## config.mk

```make
export PLATFORM = sky130hd
export DESIGN_NAME = rvc_parcel_aligner
export DESIGN_NICKNAME = d
export VERILOG_FILES = /design/src/rtl/rvc_parcel_aligner.sv
export SDC_FILE = /design/constraint.sdc
export NUM_CORES = 1
export LEC_CHECK = 0
export ABC_AREA = 1
export CAP_MARGIN = 20
export CORE_ASPECT_RATIO = 0.6
export CORE_MARGIN = 1.5
export CORE_UTILIZATION = 54
export DETAILED_ROUTE_END_ITERATION = 10
export HOLD_SLACK_MARGIN = 0.1
export PLACE_DENSITY = 0.81
export SYNTH_ARGS = -nofsm -noshare
export SYNTH_HDL_FRONTEND = slang
export SYNTH_SLANG_ARGS = --single-unit
export TNS_END_PERCENT = 50
```

## constraint.sdc

```tcl
create_clock -name i_clk -period 5.16 [get_ports i_clk]
set_input_delay 0.774 -clock i_clk [delete_from_list [all_inputs] [get_ports i_clk]]
set_output_delay 0.774 -clock i_clk [all_outputs]
set_load 0.005 [all_outputs]
```

## src/rtl/rvc_parcel_aligner.sv

```systemverilog
// RV32IC fetch parcel aligner: slices 32-bit fetch words into 16/32-bit instructions,
// stitching 32-bit instructions that straddle a word boundary.
module rvc_parcel_aligner #(
  parameter int unsigned XLEN      = 32,
  parameter logic [31:0] NOP_INSTR = 32'h0000_0013
) (
  input  logic            i_clk,
  input  logic            i_rst,
  input  logic            i_flush,
  input  logic [XLEN-1:0] i_redirect_pc,
  input  logic            i_stall,
  input  logic            i_fetch_valid,
  input  logic [31:0]     i_fetch_word,
  output logic            o_fetch_ready,
  output logic            o_instr_valid,
  output logic [31:0]     o_instr,
  output logic [XLEN-1:0] o_instr_pc,
  output logic            o_is_compressed,
  output logic            o_is_32bit_spanning,
  output logic            o_spanning_wait_for_fetch,
  output logic            o_spanning_in_progress,
  output logic            o_spanning_to_halfword
);

  typedef enum logic [1:0] {StNormal, StSpanWait, StSpanTail} state_e;

  state_e          state_q, state_d;
  logic [XLEN-1:0] pc_q, pc_d;
  logic [15:0]     half_buf_q, half_buf_d;
  logic [31:0]     word_buf_q, word_buf_d;
  logic            valid_q, valid_d;
  logic [31:0]     instr_q, instr_d;
  logic [XLEN-1:0] instr_pc_q, instr_pc_d;
  logic            comp_q, comp_d;
  logic            span_q, span_d;
  logic            to_half_q, to_half_d;

  logic        accept;
  logic [15:0] parcel;
  logic [15:0] tail;

  assign o_fetch_ready = !i_stall && (state_q != StSpanTail);
  assign accept        = i_fetch_valid && o_fetch_ready;
  assign parcel        = pc_q[1] ? i_fetch_word[31:16] : i_fetch_word[15:0];
  assign tail          = word_buf_q[31:16];

  always_comb begin
    state_d    = state_q;
    pc_d       = pc_q;
    half_buf_d = half_buf_q;
    word_buf_d = word_buf_q;
    valid_d    = valid_q;
    instr_d    = instr_q;
    instr_pc_d = instr_pc_q;
    comp_d     = comp_q;
    span_d     = span_q;
    to_half_d  = to_half_q;

    if (i_flush) begin
      state_d    = StNormal;
      pc_d       = i_redirect_pc & ~XLEN'(1);
      half_buf_d = '0;
      valid_d    = 1'b0;
      instr_d    = NOP_INSTR;
      comp_d     = 1'b0;
      span_d     = 1'b0;
      to_half_d  = 1'b0;
    end else if (!i_stall) begin
      // Every unstalled cycle produces a fresh output; default is a bubble.
      valid_d   = 1'b0;
      instr_d   = NOP_INSTR;
      comp_d    = 1'b0;
      span_d    = 1'b0;
      to_half_d = 1'b0;
      unique case (state_q)
        StNormal: begin
          if (accept) begin
            if (parcel[1:0] != 2'b11) begin
              valid_d    = 1'b1;
              instr_d    = {16'h0000, parcel};
              instr_pc_d = pc_q;
              comp_d     = 1'b1;
              pc_d       = pc_q + XLEN'(2);
            end else if (!pc_q[1]) begin
              valid_d    = 1'b1;
              instr_d    = i_fetch_word;
              instr_pc_d = pc_q;
              pc_d       = pc_q + XLEN'(4);
            end else begin
              half_buf_d = parcel;
              state_d    = StSpanWait;
            end
          end
        end
        StSpanWait: begin
          if (accept) begin
            valid_d    = 1'b1;
            instr_d    = {i_fetch_word[15:0], half_buf_q};
            instr_pc_d = pc_q;
            span_d     = 1'b1;
            to_half_d  = 1'b1;
            pc_d       = pc_q + XLEN'(4);
            word_buf_d = i_fetch_word;
            state_d    = StSpanTail;
          end
        end
        StSpanTail: begin
          // Upper parcel of the word just consumed; no fetch needed.
          if (tail[1:0] != 2'b11) begin
            valid_d    = 1'b1;
            instr_d    = {16'h0000, tail};
            instr_pc_d = pc_q;
            comp_d     = 1'b1;
            pc_d       = pc_q + XLEN'(2);
            state_d    = StNormal;
          end else begin
            half_buf_d = tail;
            state_d    = StSpanWait;
          end
        end
        default: state_d = StNormal;
      endcase
    end
  end

  always_ff @(posedge i_clk or posedge i_rst) begin
    if (i_rst) begin
      state_q    <= StNormal;
      pc_q       <= '0;
      half_buf_q <= '0;
      word_buf_q <= '0;
      valid_q    <= 1'b0;
      instr_q    <= NOP_INSTR;
      instr_pc_q <= '0;
      comp_q     <= 1'b0;
      span_q     <= 1'b0;
      to_half_q  <= 1'b0;
    end else begin
      state_q    <= state_d;
      pc_q       <= pc_d;
      half_buf_q <= half_buf_d;
      word_buf_q <= word_buf_d;
      valid_q    <= valid_d;
      instr_q    <= instr_d;
      instr_pc_q <= instr_pc_d;
      comp_q     <= comp_d;
      span_q     <= span_d;
      to_half_q  <= to_half_d;
    end
  end

  assign o_instr_valid             = valid_q;
  assign o_instr                   = instr_q;
  assign o_instr_pc                = instr_pc_q;
  assign o_is_compressed           = comp_q;
  assign o_is_32bit_spanning       = span_q;
  assign o_spanning_to_halfword    = to_half_q;
  assign o_spanning_wait_for_fetch = (state_q == StSpanWait);
  assign o_spanning_in_progress    = (state_q != StNormal);

endmodule

```

Word level (Yosys, flattened, before mapping)
Cells that the tools add are included.

cells by class
  $add $sub $neg = 2
  equal/unequal tests = 17
  multiplexer cells = 54
  bitwise logic cells = 2
  reduce and logical (&&, ||, !) cells = 14

operators by type and width
  cell                                                 number
  two-way mux 32 bit                                   18
  case mux 32 bit (3 select lines)                     3
  two-way mux 16 bit                                   8
  adder 32 x 2 -> 32 bit, second input constant        1
  adder 32 x 3 -> 32 bit, second input constant        1
  case mux 16 bit (2 select lines)                     1
  != test 3 bit, second input constant                 6
  two-way mux 1 bit                                    15
  two-way mux 2 bit                                    6
  != test 2 bit, second input constant                 6
  AND reduction 6 bit                                  2
  AND reduction 5 bit                                  2
  AND reduction 7 bit                                  1
  case mux 2 bit (3 select lines)                      1
  nonzero test 3 bit                                   2
  != test 4 bit, second input constant                 1
  AND reduction 4 bit                                  1
  nonzero test 4 bit                                   1
  != test 3 x 2 -> 1 bit, second input constant        1
  case mux 1 bit (3 select lines)                      1
  equality test 2 x 1 -> 1 bit, second input constant  1
  equality test 2 bit, second input constant           1
  logical AND 1 bit                                    2
  logical NOT 2 bit                                    1
  5 further kinds                                      6

word-level totals
  bits in registers = 149
  output and inout bits = 71
  word-level logic and storage cells = 99

Depth between registers and ports, before layout
  depth in word-level cells = 7
  gate-level depth with buffers = 14
  depth with buffers taken out = 13

Worst setup path before layout
No wires, ideal clock.

  path type = input -> register
  from = input i_fetch_word[17]
  to = register instr_pc_q[2] (netlist: o_instr_pc[2])
  library setup time = 0.130 ns
  arrival time = 1.799 ns
  required time = 5.030 ns
  slack = 3.231 ns
  stages = 10
  buffers on the path = 1
  path through = nand2_2 nand2_4 nand2_8 inv_1 ha_1 nand2_1 nand3_2 clkbuf_1 nand2_1 o21ai_0

between the ends
  word-level cells in the longest chain between the ends = 5

RTL lines
  item                              line  text
  from (decl)                       13    input logic [31:0] i_fetch_word,
  two-way mux 16 bit *              44    assign parcel = pc_q[1] ? i_fetch_word[31:16] : i_fetch_word[15:0];
  != test 2 bit *                   78    if (parcel[1:0] != 2'b11) begin
  two-way mux 32 bit                78
  two-way mux 32 bit                77    if (accept) begin
  case mux 32 bit (3 select lines)  75    unique case (state_q)
  to (signal assigned)              145   instr_pc_q <= instr_pc_d;
  to (decl)                         33    logic [XLEN-1:0] instr_pc_q, instr_pc_d;

Mark *: on every way between the ends. The rest lies on a longest branch, timed or not. The select of a mux whose other input is x is not followed.
A chain may end at the register's enable or synchronous reset.

Worst setup path after layout
  from = register state_q[0]
  to = register pc_q[4]

between the ends
  word-level cells in the longest chain between the ends = 5

RTL lines
  item                                                                      line  text
  from (decl)                                                               27    state_e state_q, state_d;
  from (signal assigned)                                                    128   state_q <= StNormal;
  from (signal assigned)                                                    139   state_q <= state_d;
  != test 2 bit                                                             42    assign o_fetch_ready = !i_stall && (state_q != StSpanTail);
  logical AND 1 bit                                                         42
  logical AND 1 bit                                                         43    assign accept = i_fetch_valid && o_fetch_ready;
  != test 3 bit (no line) / != test 3 x 2 -> 1 bit (equally long branches)  n/a
  AND reduction 6 bit (no line)                                             n/a
  to (signal assigned)                                                      140   pc_q <= pc_d;
  to (decl)                                                                 28    logic [XLEN-1:0] pc_q, pc_d;

Parallel ways exist; a longest one is shown, timed or not. The select of a mux whose other input is x is not followed.

==> flow_summary.toml <==
[outcome]
outcome = "completed"

[setup_path]
rr_endpoint = "pc_q[4]"
cp.depth = 10
critical_path_required_ns = 5.48
crit_start = "state_q[0]"
cpPeakStageDelay_ns = 0.68
reg2reg_setup_slack_ns = 1.31
worst_r2r_path_depth = 10
reg2reg_from = "state_q[0]"
path_max_fanout = 35
crit_arrival_ns = 4.17
crit_path_top_delay_cell = "inv_2"
startpoint_type = "flip-flop"
path_cells = "inv_1 > ha_1 > inv_1 > nand2_1 > nand3_1 > nand2_1 > nand3_2 > inv_2 > o21ai_0 > o22ai_1"
critPathKind = "flip-flop to flip-flop"
worst-path-buf-inv = 3
end_kind = "flip-flop"
cp_top_family = "buffers and inverters"
endpoint = "pc_q[4]"

[clocking]
cts_resized = 0
postCtsSetupBuffers = 0
cts.path.max_buffers = 2
tritoncts = "done"
cts-root-buf = "clkbuf_16"
ctsHoldBuffers = 0
cts_max_level = 4
clock_sinks = 131
clk_pin_slew_ns = 0.06
clk_latency_ns = 0.42
cts_buffers = 17

[pwr]
powerDensity_nw_per_um2 = 541
vdd_ir_drop_max_mv = 0.324
clockPowerShare_pct = 22.4
total_leakage_power_nw = 4.64
power_frac_comb_pct = 45.8
power_frac_seq_pct = 31.8
power.switching_mw = 2.40
total_power_mw = 5.44
power.share.switching_pct = 44.1
p_int_mw = 3.04

[timing]
fin_crit_sh_pct = 74.5
report.final.hold_viol_count = 0
rsz0062_at_grt = "false"
tightest_slew_ns = 0.991
setup-tns-final_ns = 0
clock.fmax_ghz = 0.260
maxSlewHeadroom_pct = 33.8
maxSlewViolCount = 0
worst_slack_ns = 1.31
setup_viol = 0
skew_ns = 0.0105
layout_min_cycle_time_ns = 3.85

[finish]
final_nets = 1329
diodes = 0
drive_gt1_share_pct = 6.88
postLayoutCoreUtil_pct = 69.6
syn2layout_area_growth_pct = 25.9
nFillCells = 1214

[grt]
grt.total_usage_pct = 33.5
grt_pass1_wl_um = 40600
antenna_found_initial = 1
first_global_vias = 7597
grt_start_max_net_pins = 85
grt_overflow = 0

[placed_design]
dpl_worst_slack_ns = 1.38
portBuffers = 137
gp_congestion = 0.961
dp_hpwl_um = 17900

[min_path]
hp-start = "o_instr[28]"
min_path_type = "flip-flop to flip-flop"

[floorplanning]
die_h_um = 97.2
core_area_um2 = 14500
fp.dieW_um = 160
die-area_um2 = 15600
pin_count = 140
initial_core_util_pct = 55.3
num_rows = 34

[route]
drc_errors = 0
wl_per_cell_um = 17.4
drt_wl_total_um = 25400
drt-initial-drc-count = 1154
via_per_inst = 5.81
vias = 8489
drt_first_pass_iters = 6
antenna_left = 0

[logic_synthesis]
synthTopCellsByArea = "dfrtp_1, nand2_1, o21ai_0, nand3_1, nor2_1"
synth-seq-area-share_pct = 41.1
netlist.area_leader.share_pct = 40.1
synth-seq-cells = 131
yosys.area.top_type = "dfrtp_1"
yosysUniqueCellTypes = 46
syn_area_um2 = 7990
avgSynthCellArea_um2 = 7.02
synth.top_cells.by_count = "nand2_1, dfrtp_1, nor2_1"
synthCells = 1138
synthMostInstantiatedCell = "nand2_1"
syn_nets = 1216
yosys_warnings = 0
synth_edf_count = 0
ys.flop_type = "dfrtp_1"
async_flop_share_pct = 100

[job]
maxCapViolCount = 0
==> metrics by stage <==
stage | area, µm² | hold WS [ns] | std cells
finish | 10100 | 0.475 | 1462
global route | 10100 | 0.490 | 1462
CTS | 10000 | 0.479 | 1460
detailed placement | 9420 | 0.465 | 1428
global placement | 9420 | 0.459 | 1428
floorplan | 7990 | 0.453 | 1138
==> metal layers <==
layer / share of wire [%] / GRT usage [%] / up-vias
met5: 0 / 0 / -
met1: 47 / 55.6 / 3958
met4: 1.2 / 8.70 / 0
met2: 38 / 41.7 / 564
li1: - / - / 3935
met3: 14 / 8.15 / 32
==> sequential cells by signal, summed over array words and instances, names as in the netlist <==
name and flops:
o_instr_pc 31, state_q 2, word_buf_q 16, o_is_compressed 1, half_buf_q 16, o_spanning_to_halfword 1, pc_q 31, o_instr_valid 1
o_instr 32
==> cell families after synthesis <==
| family | synth area share, % |
|---|---|
| xor gates and xnor gates | 0.877 |
| and+or+nand+nor | 33.3 |
| DFF | 41.1 |
| buffers and inverters | 7.72 |
| AOI/OAI and AO/OA | 15.5 |
| muxes | 0.141 |
| adders and majority gates | 1.41 |
| other | 0.0469 |
==> final cells by class <==
| cell class | instances | area (µm²) | area share (%) |
|---|---|---|---|
| Sequential cell | 131 | 3280 | 32.6 |
| Timing Repair Buffer | 148 | 1490 | 14.8 |
| Clock buffer | 18 | 439 | 4.36 |
| Tap cell | 198 | 248 | 2.46 |
| Inverter | 92 | 355 | 3.53 |
| Multi-Input combinational cell | 861 | 4100 | 40.7 |
| Clock inverter | 14 | 153 | 1.52 |
==> how the worst min path moves through the flow <==
stage	end	cells after the start	slack, ns
after floorplan	word_buf_q[20]	2	0.45
after global placement	o_instr[28]	1	0.46
after detailed placement	o_instr[28]	1	0.47
after CTS	o_instr[28]	1	0.48
after global routing	o_instr[28]	1	0.49
final	o_instr[28]	1	0.47
==> power groups by stage <==
stage | Sequential (mW) | Combinational, mW | Clock, mW
floorplan | 1.66 | 1.58 | 0
global placement | 1.72 | 2.32 | 0
detailed placement | 1.73 | 2.37 | 0
CTS | 1.72 | 2.40 | 1.23
global route | 1.77 | 2.74 | 1.28
finish | 1.73 | 2.49 | 1.22
==> layout by cell type, fill, tap and decap left out, drive strengths merged, types with 2 or more instances in the layout <==
cell,instances
nor2,123
o21ai,133
or2,2
buf,11
nor3,23
a31oi,3
a21oi,31
dfrtp,128
o31ai,3
ha,9
inv,95
o22ai,5
a21o,13
clkinvlp,4
clkdlybuf4s50,137
nand2,380
nand3,90
clkbuf,18
a22oi,4
nand4,5
xnor2,2
dfstp,3
clkinv,5
bufinv,2
o211ai,19
xor2,6
No activity file was read; power rests on OpenSTA's default activity.
